===== src/rtl/fetch_pkg.sv =====
// fetch_pkg: shared constants and types for the instruction fetch stage.
//   ADDR_W / INSTR_W  : program ROM address and word widths
//   RESET_PC          : first fetch address after reset
//   FIFO_DEPTH        : skid entries between ROM and decode (minimum 2)
//   HALT_WORD         : instruction that stops fetch when FETCH_HALT_EN is defined
//   fetch_entry_t     : {pc, instr} pair handed to decode
package fetch_pkg;

    localparam int unsigned ADDR_W     = 10;
    localparam int unsigned INSTR_W    = 16;
    localparam int unsigned FIFO_DEPTH = 2;

    localparam logic [ADDR_W-1:0]  RESET_PC  = 10'h000;
    localparam logic [INSTR_W-1:0] HALT_WORD = 16'h0000;

    typedef struct packed {
        logic [ADDR_W-1:0]  pc;
        logic [INSTR_W-1:0] instr;
    } fetch_entry_t;

    // Circular index increment for storage whose depth need not be a power of two.
    function automatic int unsigned wrap_inc(input int unsigned idx, input int unsigned depth);
        return (idx >= depth - 1) ? 0 : idx + 1;
    endfunction

endpackage


===== src/rtl/fetch_skid_fifo.sv =====
// fetch_skid_fifo: DEPTH-entry synchronous FIFO holding fetched {pc, instr} pairs.
// Ports:
//   clk, rst_n      clock, asynchronous active-low reset
//   push_i          write push_data_i at the clock edge
//   push_data_i     entry to write
//   pop_i           drop the head entry at the clock edge (ignored when empty)
//   flush_i         discard all entries; overrides push
//   count_o         number of valid entries
//   head_o          oldest entry; taken straight from storage, so it is stable
//                   while not popped
module fetch_skid_fifo
    import fetch_pkg::*;
#(
    parameter int unsigned DEPTH   = FIFO_DEPTH,
    parameter type         entry_t = fetch_entry_t,
    localparam int unsigned CNT_W  = $clog2(DEPTH + 1)
) (
    input  logic             clk,
    input  logic             rst_n,
    input  logic             push_i,
    input  entry_t           push_data_i,
    input  logic             pop_i,
    input  logic             flush_i,
    output logic [CNT_W-1:0] count_o,
    output entry_t           head_o
);

    localparam int unsigned PTR_W = (DEPTH > 1) ? $clog2(DEPTH) : 1;

    entry_t           mem_q [DEPTH];
    logic [PTR_W-1:0] wr_q, wr_d;
    logic [PTR_W-1:0] rd_q, rd_d;
    logic [CNT_W-1:0] count_q, count_d;
    logic             do_push;
    logic             do_pop;

    assign do_push = push_i & ~flush_i;
    assign do_pop  = pop_i & (count_q != '0);

    always_comb begin
        wr_d    = wr_q;
        rd_d    = rd_q;
        count_d = count_q;
        if (flush_i) begin
            wr_d    = '0;
            rd_d    = '0;
            count_d = '0;
        end else begin
            if (do_push) begin
                wr_d = PTR_W'(wrap_inc(32'(wr_q), DEPTH));
            end
            if (do_pop) begin
                rd_d = PTR_W'(wrap_inc(32'(rd_q), DEPTH));
            end
            count_d = count_q + CNT_W'(do_push) - CNT_W'(do_pop);
        end
    end

    always_ff @(posedge clk or negedge rst_n) begin
        if (!rst_n) begin
            wr_q    <= '0;
            rd_q    <= '0;
            count_q <= '0;
        end else begin
            wr_q    <= wr_d;
            rd_q    <= rd_d;
            count_q <= count_d;
        end
    end

    always_ff @(posedge clk or negedge rst_n) begin
        if (!rst_n) begin
            for (int unsigned i = 0; i < DEPTH; i++) begin
                mem_q[i] <= '0;
            end
        end else if (do_push) begin
            mem_q[wr_q] <= push_data_i;
        end
    end

    assign count_o = count_q;
    assign head_o  = mem_q[rd_q];

endmodule


===== src/rtl/fetch_unit.sv =====
// fetch_unit: instruction fetch stage in front of a synchronous program ROM
// (address in, data one cycle later). Holds the PC, drives the ROM, absorbs the
// read latency and presents {pc, instr} to decode over valid/ready.
// Optional feature macro: FETCH_HALT_EN (adds HALT_WORD parameter and halted output).
// Ports:
//   clk, rst_n               clock, asynchronous active-low reset
//   rom_en, rom_addr         ROM read request (rom_addr is the PC)
//   rom_data                 ROM word, valid the cycle after rom_en
//   redirect, redirect_addr  load a new PC and flush all fetched/in-flight words
//   instr_valid, instr_ready handshake towards decode
//   instr, instr_pc          head instruction and its PC
//   halted                   (FETCH_HALT_EN) a HALT_WORD has been fetched
module fetch_unit #(
    parameter int unsigned        ADDR_W     = fetch_pkg::ADDR_W,
    parameter int unsigned        INSTR_W    = fetch_pkg::INSTR_W,
    parameter logic [ADDR_W-1:0]  RESET_PC   = fetch_pkg::RESET_PC,
    parameter int unsigned        FIFO_DEPTH = fetch_pkg::FIFO_DEPTH
`ifdef FETCH_HALT_EN
    ,
    parameter logic [INSTR_W-1:0] HALT_WORD  = fetch_pkg::HALT_WORD
`endif
) (
    input  logic               clk,
    input  logic               rst_n,
    output logic               rom_en,
    output logic [ADDR_W-1:0]  rom_addr,
    input  logic [INSTR_W-1:0] rom_data,
    input  logic               redirect,
    input  logic [ADDR_W-1:0]  redirect_addr,
    output logic               instr_valid,
    input  logic               instr_ready,
    output logic [INSTR_W-1:0] instr,
    output logic [ADDR_W-1:0]  instr_pc
`ifdef FETCH_HALT_EN
    ,
    output logic               halted
`endif
);

    import fetch_pkg::*;

    localparam int unsigned CNT_W = $clog2(FIFO_DEPTH + 1);
    localparam int unsigned OCC_W = CNT_W + 1;

    typedef struct packed {
        logic [ADDR_W-1:0]  pc;
        logic [INSTR_W-1:0] instr;
    } fetch_word_t;

    logic [ADDR_W-1:0] pc_q, pc_d;
    logic [ADDR_W-1:0] tag_q, tag_d;
    logic              run_q;
    logic              inflight_q, inflight_d;
    logic              stale_q, stale_d;
    logic              halt_w;

    logic              issue;
    logic              push;
    logic              pop;
    logic [CNT_W-1:0]  fifo_count;
    logic [OCC_W-1:0]  occ;
    fetch_word_t       push_word;
    fetch_word_t       head_word;

    assign pop = instr_valid & instr_ready;

    // Slots committed once this cycle settles: stored words plus the read in
    // flight, minus the word decode takes now. Keeping this below the depth
    // means every returning read has a free slot, so the FIFO cannot overflow.
    assign occ = OCC_W'(fifo_count) + OCC_W'(inflight_q) - OCC_W'(pop);

    assign issue = run_q & ~redirect & ~halt_w & (occ < OCC_W'(FIFO_DEPTH));
    assign push  = inflight_q & ~stale_q & ~redirect & ~halt_w;

    assign rom_en   = issue;
    assign rom_addr = pc_q;

    assign push_word.pc    = tag_q;
    assign push_word.instr = rom_data;

`ifdef FETCH_HALT_EN
    logic halted_q, halted_d;

    always_comb begin
        halted_d = halted_q;
        if (redirect) begin
            halted_d = 1'b0;
        end else if (push && (rom_data == HALT_WORD)) begin
            halted_d = 1'b1;
        end
    end

    always_ff @(posedge clk or negedge rst_n) begin
        if (!rst_n) begin
            halted_q <= 1'b0;
        end else begin
            halted_q <= halted_d;
        end
    end

    assign halt_w = halted_q;
    assign halted = halted_q;
`else
    assign halt_w = 1'b0;
`endif

    always_comb begin
        pc_d       = pc_q;
        tag_d      = tag_q;
        inflight_d = issue;
        // A read launched in a redirect cycle would return after the flush;
        // flag it so it never lands. Issue is already held off on redirect,
        // so this only guards against the data path ever being loosened.
        stale_d    = redirect;
        if (redirect) begin
            pc_d = redirect_addr;
        end else if (issue) begin
            pc_d  = pc_q + 1'b1;
            tag_d = pc_q;
        end
    end

    always_ff @(posedge clk or negedge rst_n) begin
        if (!rst_n) begin
            pc_q       <= RESET_PC;
            tag_q      <= '0;
            run_q      <= 1'b0;
            inflight_q <= 1'b0;
            stale_q    <= 1'b0;
        end else begin
            pc_q       <= pc_d;
            tag_q      <= tag_d;
            run_q      <= 1'b1;
            inflight_q <= inflight_d;
            stale_q    <= stale_d;
        end
    end

    fetch_skid_fifo #(
        .DEPTH   (FIFO_DEPTH),
        .entry_t (fetch_word_t)
    ) u_skid (
        .clk         (clk),
        .rst_n       (rst_n),
        .push_i      (push),
        .push_data_i (push_word),
        .pop_i       (pop),
        .flush_i     (redirect),
        .count_o     (fifo_count),
        .head_o      (head_word)
    );

    assign instr_valid = (fifo_count != '0);
    assign instr       = head_word.instr;
    assign instr_pc    = head_word.pc;

endmodule


===== config.mk =====
export PLATFORM = sky130hd
export DESIGN_NAME = fetch_unit
export DESIGN_NICKNAME = d
export VERILOG_FILES = /design/src/rtl/fetch_pkg.sv /design/src/rtl/fetch_skid_fifo.sv /design/src/rtl/fetch_unit.sv
export SDC_FILE = /design/constraint.sdc
export NUM_CORES = 1
export LEC_CHECK = 0
export CORE_UTILIZATION = 45
export DETAILED_ROUTE_END_ITERATION = 16
export HOLD_SLACK_MARGIN = 0.1
export PLACE_DENSITY = 0.72
export SETUP_SLACK_MARGIN = 0.1
export SLEW_MARGIN = 5
export SYNTH_ARGS = -nofsm -noshare
export SYNTH_HDL_FRONTEND = slang
export SYNTH_SLANG_ARGS = --single-unit

===== constraint.sdc =====
create_clock -name clk -period 4.1 [get_ports clk]
set_input_delay 1.025 -clock clk [delete_from_list [all_inputs] [get_ports clk]]
set_output_delay 1.025 -clock clk [all_outputs]
set_load 0.005 [all_outputs]

; Word level (Yosys, flattened, before mapping)
; Index checks and enable logic that the tools add are counted.
; Widths: inputs -> output; s select.
[word_totals]
out_inout_bits = 38
ff_bits = 79
word_cells = 57
[op_classes]
addsub = 7
mux = 15
n_reduce_logical = 6
order_cmp = 6
bitwise_logic = 11
[op_table]
columns = cell, n
row1 = $mux 26, 4
row2 = $bwmux 52, 1
row3 = $demux 26 s1, 1
row4 = $mux 10, 2
row5 = $add 10x1->10 const B, 1
row6 = $reduce_bool 2->1, 4
row7 = $and 1x1->1, 7
row8 = $mux 1, 6
row9 = $ge 2x2->1 const B, 2
row10 = $not 1->2, 2
row11 = $add 2x1->3, 1
row12 = $lt 3x2->1 const B, 1
row13 = $sub 3x1->3, 1
row14 = $add 1x1->1 const B, 2
row15 = $add 2x1->2, 1
row16 = $ge 1x1->1 const B, 2
row17 = $lt 2x1->1 const B, 1
row18 = $mux 2, 1
row19 = $not 1->1, 2
row20 = $reduce_and 2->1, 1
row21 = $sub 2x1->2, 1
row22 = $logic_and 1x1->1, 1

; Logic depth before layout (Yosys ltp)
[depth]
ltp_word = 7
mapped_depth = 10
mapped_depth_nobuf = 10

; Modules after synthesis
; From an unflattened synthesis, not the netlist that was laid out.
[unflattened]
cells_unflattened = 272
area_unflattened_um2 = 3569.7
[by_module_without_submodules]
columns = module, seq_area_each_um2, area_per_inst_um2, n_inst, cells_each
row1 = fetch_skid_fifo, 1401.3, 2479.9, 1, 157
row2 = fetch_unit, 575.6, 1089.8, 1, 115

; Worst setup path after synthesis
; OpenSTA, ideal clock, no wires.
[synth_path]
kind = in2out
start = input port instr_ready
end = output port rom_en
path_stages = 8
t_arrival_ps = 2536
required_time_ps = 3075
slack_ps = 539
cell_sequence = and2_1 ha_1 inv_1 nand2_1 fa_1 nand2_1 nor3_2 buf_6
[synth_via]
elab_chain_cells = 4
[synth_rtl]
columns = item, line
row1 = from (decl), fetch_unit.sv:31  ; input logic instr_ready,
row2 = $and 1x1->1, fetch_unit.sv:65  ; assign pop = instr_valid & instr_ready;
row3 = $sub 3x1->3, fetch_unit.sv:70  ; assign occ = OCC_W'(fifo_count) + OCC_W'(inflight_q) - OCC_W'(pop);
row4 = $lt 3x2->1, fetch_unit.sv:72  ; assign issue = run_q & ~redirect & ~halt_w & (occ < OCC_W'(FIFO_DEPTH));
row5 = $and 1x1->1, fetch_unit.sv:72
row6 = to (decl), fetch_unit.sv:25  ; output logic rom_en,
; Every way passes these cells.

; Worst setup path in the final report
; Ends and elaborated chain as after synthesis.

==> summary by stage <==
Global route
The met3 layer usage reported by global route is 4.47%. The number of global-route vias before repair was roughly 2300. The number of antenna violations at the first check in global routing came to 0. The global-route wire length before repair is ~11000 µm. The met2 track utilization from global routing is 25.6%. The total congestion overflow is 0.

met2 is the most crowded layer. Entering global routing, the biggest net connects 80 pins. Global routing used between 20% and 30% of the available met1 tracks. Across every metal layer, demand over resource in global routing totals 17.2%.

Power
The power density over the cells is 743 nW/µm². Summed over all cells, the static leakage comes to about 2.1 nW. IR analysis of the VDD net gives a maximum drop of about 0.51 mV.

Timing
The final-report setup violation count is 0. Of the available clock period, the critical path in the final layout requires 96.1%. The transition time at the pin with the least slew margin is 0.978 ns. Counting I/O delays and the setup requirement, the final critical path takes 3.94 ns.

The worst pin sits at a relative slew slack of approximately a third. The final setup slack of the worst path is between 0.15 and 0.2 ns. The setup TNS is 0 ns.

The number of slew-limit violations in the final report was 0. On the final layout, the worst clock skew is ~0.0073 ns. The number of failing hold endpoints at the final stage came to 0. For this run, the top clock speed supported by timing is between 0.2 and 0.3 GHz. Setup repair after global routing left no endpoint under its margin.

Setup path
The startpoint of the most critical setup path is instr_ready. The critical path endpoint is rom_en. The worst setup path is launched from a primary input.

The flop-to-flop setup slack is around 1.1 ns. The depth of the worst register-to-register path is 11. The startpoint of the lowest-slack register-to-register path is u_skid.count_o[1].

At the worst endpoint, the required time is 3.07 ns. The class of the most critical setup path is in2out. For the worst setup path, the data arrival time is roughly 2.9 ns. The endpoint of the worst register-to-register path is rom_addr[9]. The maximum fanout count along the critical path is 2. The nature of the critical path endpoint is an output pin.

Synth
The number of nets in the synthesized netlist is 285. Sequential elements use ~53% of the synthesized area. Of all cell types, the one taking the most synthesized area is sky130_fd_sc_hd__dfrtp_1.

In this run, distinct cell masters in the synthesized netlist total 31. The synthesized instance count is 250. After synthesis the cells add up to around 3700 µm². The top cell type's share of synthesized area is 52.8%. The most numerous cell in the Yosys netlist is sky130_fd_sc_hd__dfrtp_1.

By area the synthesized netlist is led by sky130_fd_sc_hd__dfrtp_1, sky130_fd_sc_hd__mux2_4, sky130_fd_sc_hd__mux2_2. The commonest cells after synthesis are sky130_fd_sc_hd__dfrtp_1, sky130_fd_sc_hd__mux2_4, sky130_fd_sc_hd__mux2_2. The total of warnings raised by yosys is 0. The number of storage elements in the synthesis netlist is 79. The synthesized area divided by synthesized cell count is 15.0 µm².

The proportion of synthesized flip-flops having asynchronous set or reset is between 90% and 100%. The commonest register cell after synthesis is sky130_fd_sc_hd__dfrtp_1. Yosys mapped a number of flops with a built-in enable equal to 0.

Placement
The total half-perimeter wirelength after legalization and detailed placement is around 4400 µm. At the end of routability-driven placement, the weighted congestion stood at between 0.7 and 0.8. The setup slack at placement is -0.242 ns.

The number of buffer cells added on primary ports is 67.

Routing
The detailed router's first-iteration violation count is 67. Summed over all layers, the routed wires come to 6820 µm. In this run the remaining antenna-violating nets after routing total 0. The detailed-router iteration count before antenna repair is 4. The number of vias after detailed routing is around 2200.

The residual DRC count is 0. The detailed-route vias per instance is between 5 and 6. In the final routed layout, each cell accounts on average for approximately 16 µm.

Die
Measured along the y axis, the die boundary spans just over 90 µm. The total area inside the core boundary comes to around 7900 µm². Row generation in the floorplan step produced 32 rows.

The die width is 93.2 µm. Pin placement for this block handled ~70 I/O pins. The die covers between 8000 and 9000 µm². The initial standard-cell utilization of the core is around 47%.

Worst hold path
The startpoint identified for the worst hold timing path is u_skid.mem_q[46]. The type of the tightest min-delay check is reg2reg.

Clock tree
The CTS tree is done. After clock tree synthesis, the clock-pin slew on the worst setup and hold paths is 0.07 ns. The cell sitting at the root of the clock tree is a sky130_fd_sc_hd__clkbuf_8. The hold buffer count at CTS is 0.

The clock net in this run drives a total of just under 80 sinks. The count of H-tree levels built during CTS is 3. For the worst-skew pair, the clock arrives at the later sink with an insertion delay of 0.34 ns.

No sink is reached through more buffers than the 2 on the longest clock path. The total CTS buffers is 9.

Cells and area
Relative to the synthesized area, the layout overhead comes to 26.8%. In the final design database the tool counted about 360 nets. At the end of the flow the core is filled with cells to around 60%. In the final layout, the share of cells above drive strength 1 is a little under two fifths. 0 antenna diodes ended up in the layout.

Status
The flow ran to the end, and the final reports show no timing, DRC or antenna violations.

Job
The tool flagged a number of max-cap violations equal to 0.
## layout by cell type (no fill, tap or decap), types with 2 or more instances in the layout
cell and count:
sky130_fd_sc_hd__mux2_2 41, sky130_fd_sc_hd__buf_4 9, sky130_fd_sc_hd__mux2_4 49, sky130_fd_sc_hd__and2_4 2
sky130_fd_sc_hd__clkinvlp_4 2, sky130_fd_sc_hd__nand3_1 3, sky130_fd_sc_hd__ha_1 4, sky130_fd_sc_hd__nor2_1 5
sky130_fd_sc_hd__clkbuf_8 10, sky130_fd_sc_hd__nor3_1 2, sky130_fd_sc_hd__nor4_1 3, sky130_fd_sc_hd__xor2_1 2
sky130_fd_sc_hd__nand2_1 11, sky130_fd_sc_hd__nor2b_4 2, sky130_fd_sc_hd__inv_1 4, sky130_fd_sc_hd__xnor2_1 10
sky130_fd_sc_hd__dfrtp_1 79, sky130_fd_sc_hd__bufinv_16 3, sky130_fd_sc_hd__o21ai_0 7, sky130_fd_sc_hd__nand4_1 2
sky130_fd_sc_hd__clkdlybuf4s50_1 65
## routing by layer
| metal | routed length (µm) | up-vias | share of wire, % |
|---|---|---|---|
| met5 | 0 | - | 0 |
| met2 | 3050 | 70 | 45 |
| met4 | 87 | 0 | 1.3 |
| met3 | 369 | 10 | 5.4 |
| li1 | - | 1015 | - |
| met1 | 3310 | 1071 | 49 |
## cell families after synthesis
group                    count (synthesis)  synth area share, %
XOR/XNOR                                13                 3.24
multiplexers                            91                 32.2
other                                    1                0.100
AO/OA/AOI/OAI                            8                 1.07
adder cells (fa/ha/maj)                  5                 1.87
AND/OR/NAND/NOR                         37                 5.61
flip-flops                              79                 52.8
buffers and inverters                   16                 3.07
## cell type report
type	count	area (µm²)
Clock buffer	11	141
Clock inverter	5	105
Multi-Input combinational cell	155	1660
Inverter	4	15.0
Tap cell	102	128
Timing Repair Buffer	75	723
Fill cell	623	3140
Sequential cell	79	1980
## what timing repair did
item / in CTS / in global routing
setup buffers: 1 / 0
setup endpoints to repair: 1 / 1
pin swaps: 1 / 1
cloned: 0 / 0
endpoints found under the hold margin: 0 / 0
resized for setup: 4 / 2
## sequential cells by signal, indices dropped and copies added (netlist names)
| register | flops |
|---|---|
| u_skid.wr_q | 1 |
| tag_q | 10 |
| run_q | 1 |
| rom_addr | 10 |
| u_skid.mem_q | 52 |
| inflight_q | 1 |
| stale_q | 1 |
| u_skid.count_o | 2 |
| u_skid.rd_q | 1 |
## power by group
group | leakage [nW] | internal (mW) | switching, mW
combinational | 0.973 | 1.04 | 0.487
clock | 0.116 | 0.421 | 0.279
sequential | 1.01 | 1.09 | 0.207
total | 2.10 | 2.55 | 0.974
## metrics by stage
step           area (µm²)  std cells  hold slack, ns  total power [mW]
2_1_floorplan        3740        250           0.475              2.20
3_3_place_gp         4490        414           0.484              2.81
3_5_place_dp         4490        414           0.489              2.84
4_1_cts              4740        431           0.510              3.57
5_1_grt              4750        431           0.524              3.75
6_report             4750        431           0.507              3.53
## critical path, stage by stage
cell                              delay, ns
sky130_fd_sc_hd__clkdlybuf4s50_1       0.45
sky130_fd_sc_hd__and2_4                0.14
sky130_fd_sc_hd__ha_1                  0.22
sky130_fd_sc_hd__inv_1                 0.08
sky130_fd_sc_hd__nand2_1               0.06
sky130_fd_sc_hd__fa_1                  0.53
sky130_fd_sc_hd__nand2_2               0.08
sky130_fd_sc_hd__nor3_2                0.20
sky130_fd_sc_hd__buf_2                 0.15
## worst min-delay path by stage
stage	endpoint	slack, ns	cells past startpoint
after detailed placement	u_skid.mem_q[5]	0.49	1
after global placement	u_skid.mem_q[1]	0.48	1
after global routing	u_skid.mem_q[7]	0.52	1
final	u_skid.mem_q[46]	0.51	1
after floorplan	u_skid.mem_q[15]	0.47	1
after CTS	u_skid.mem_q[46]	0.51	1
No activity file was read; power rests on OpenSTA's default activity.
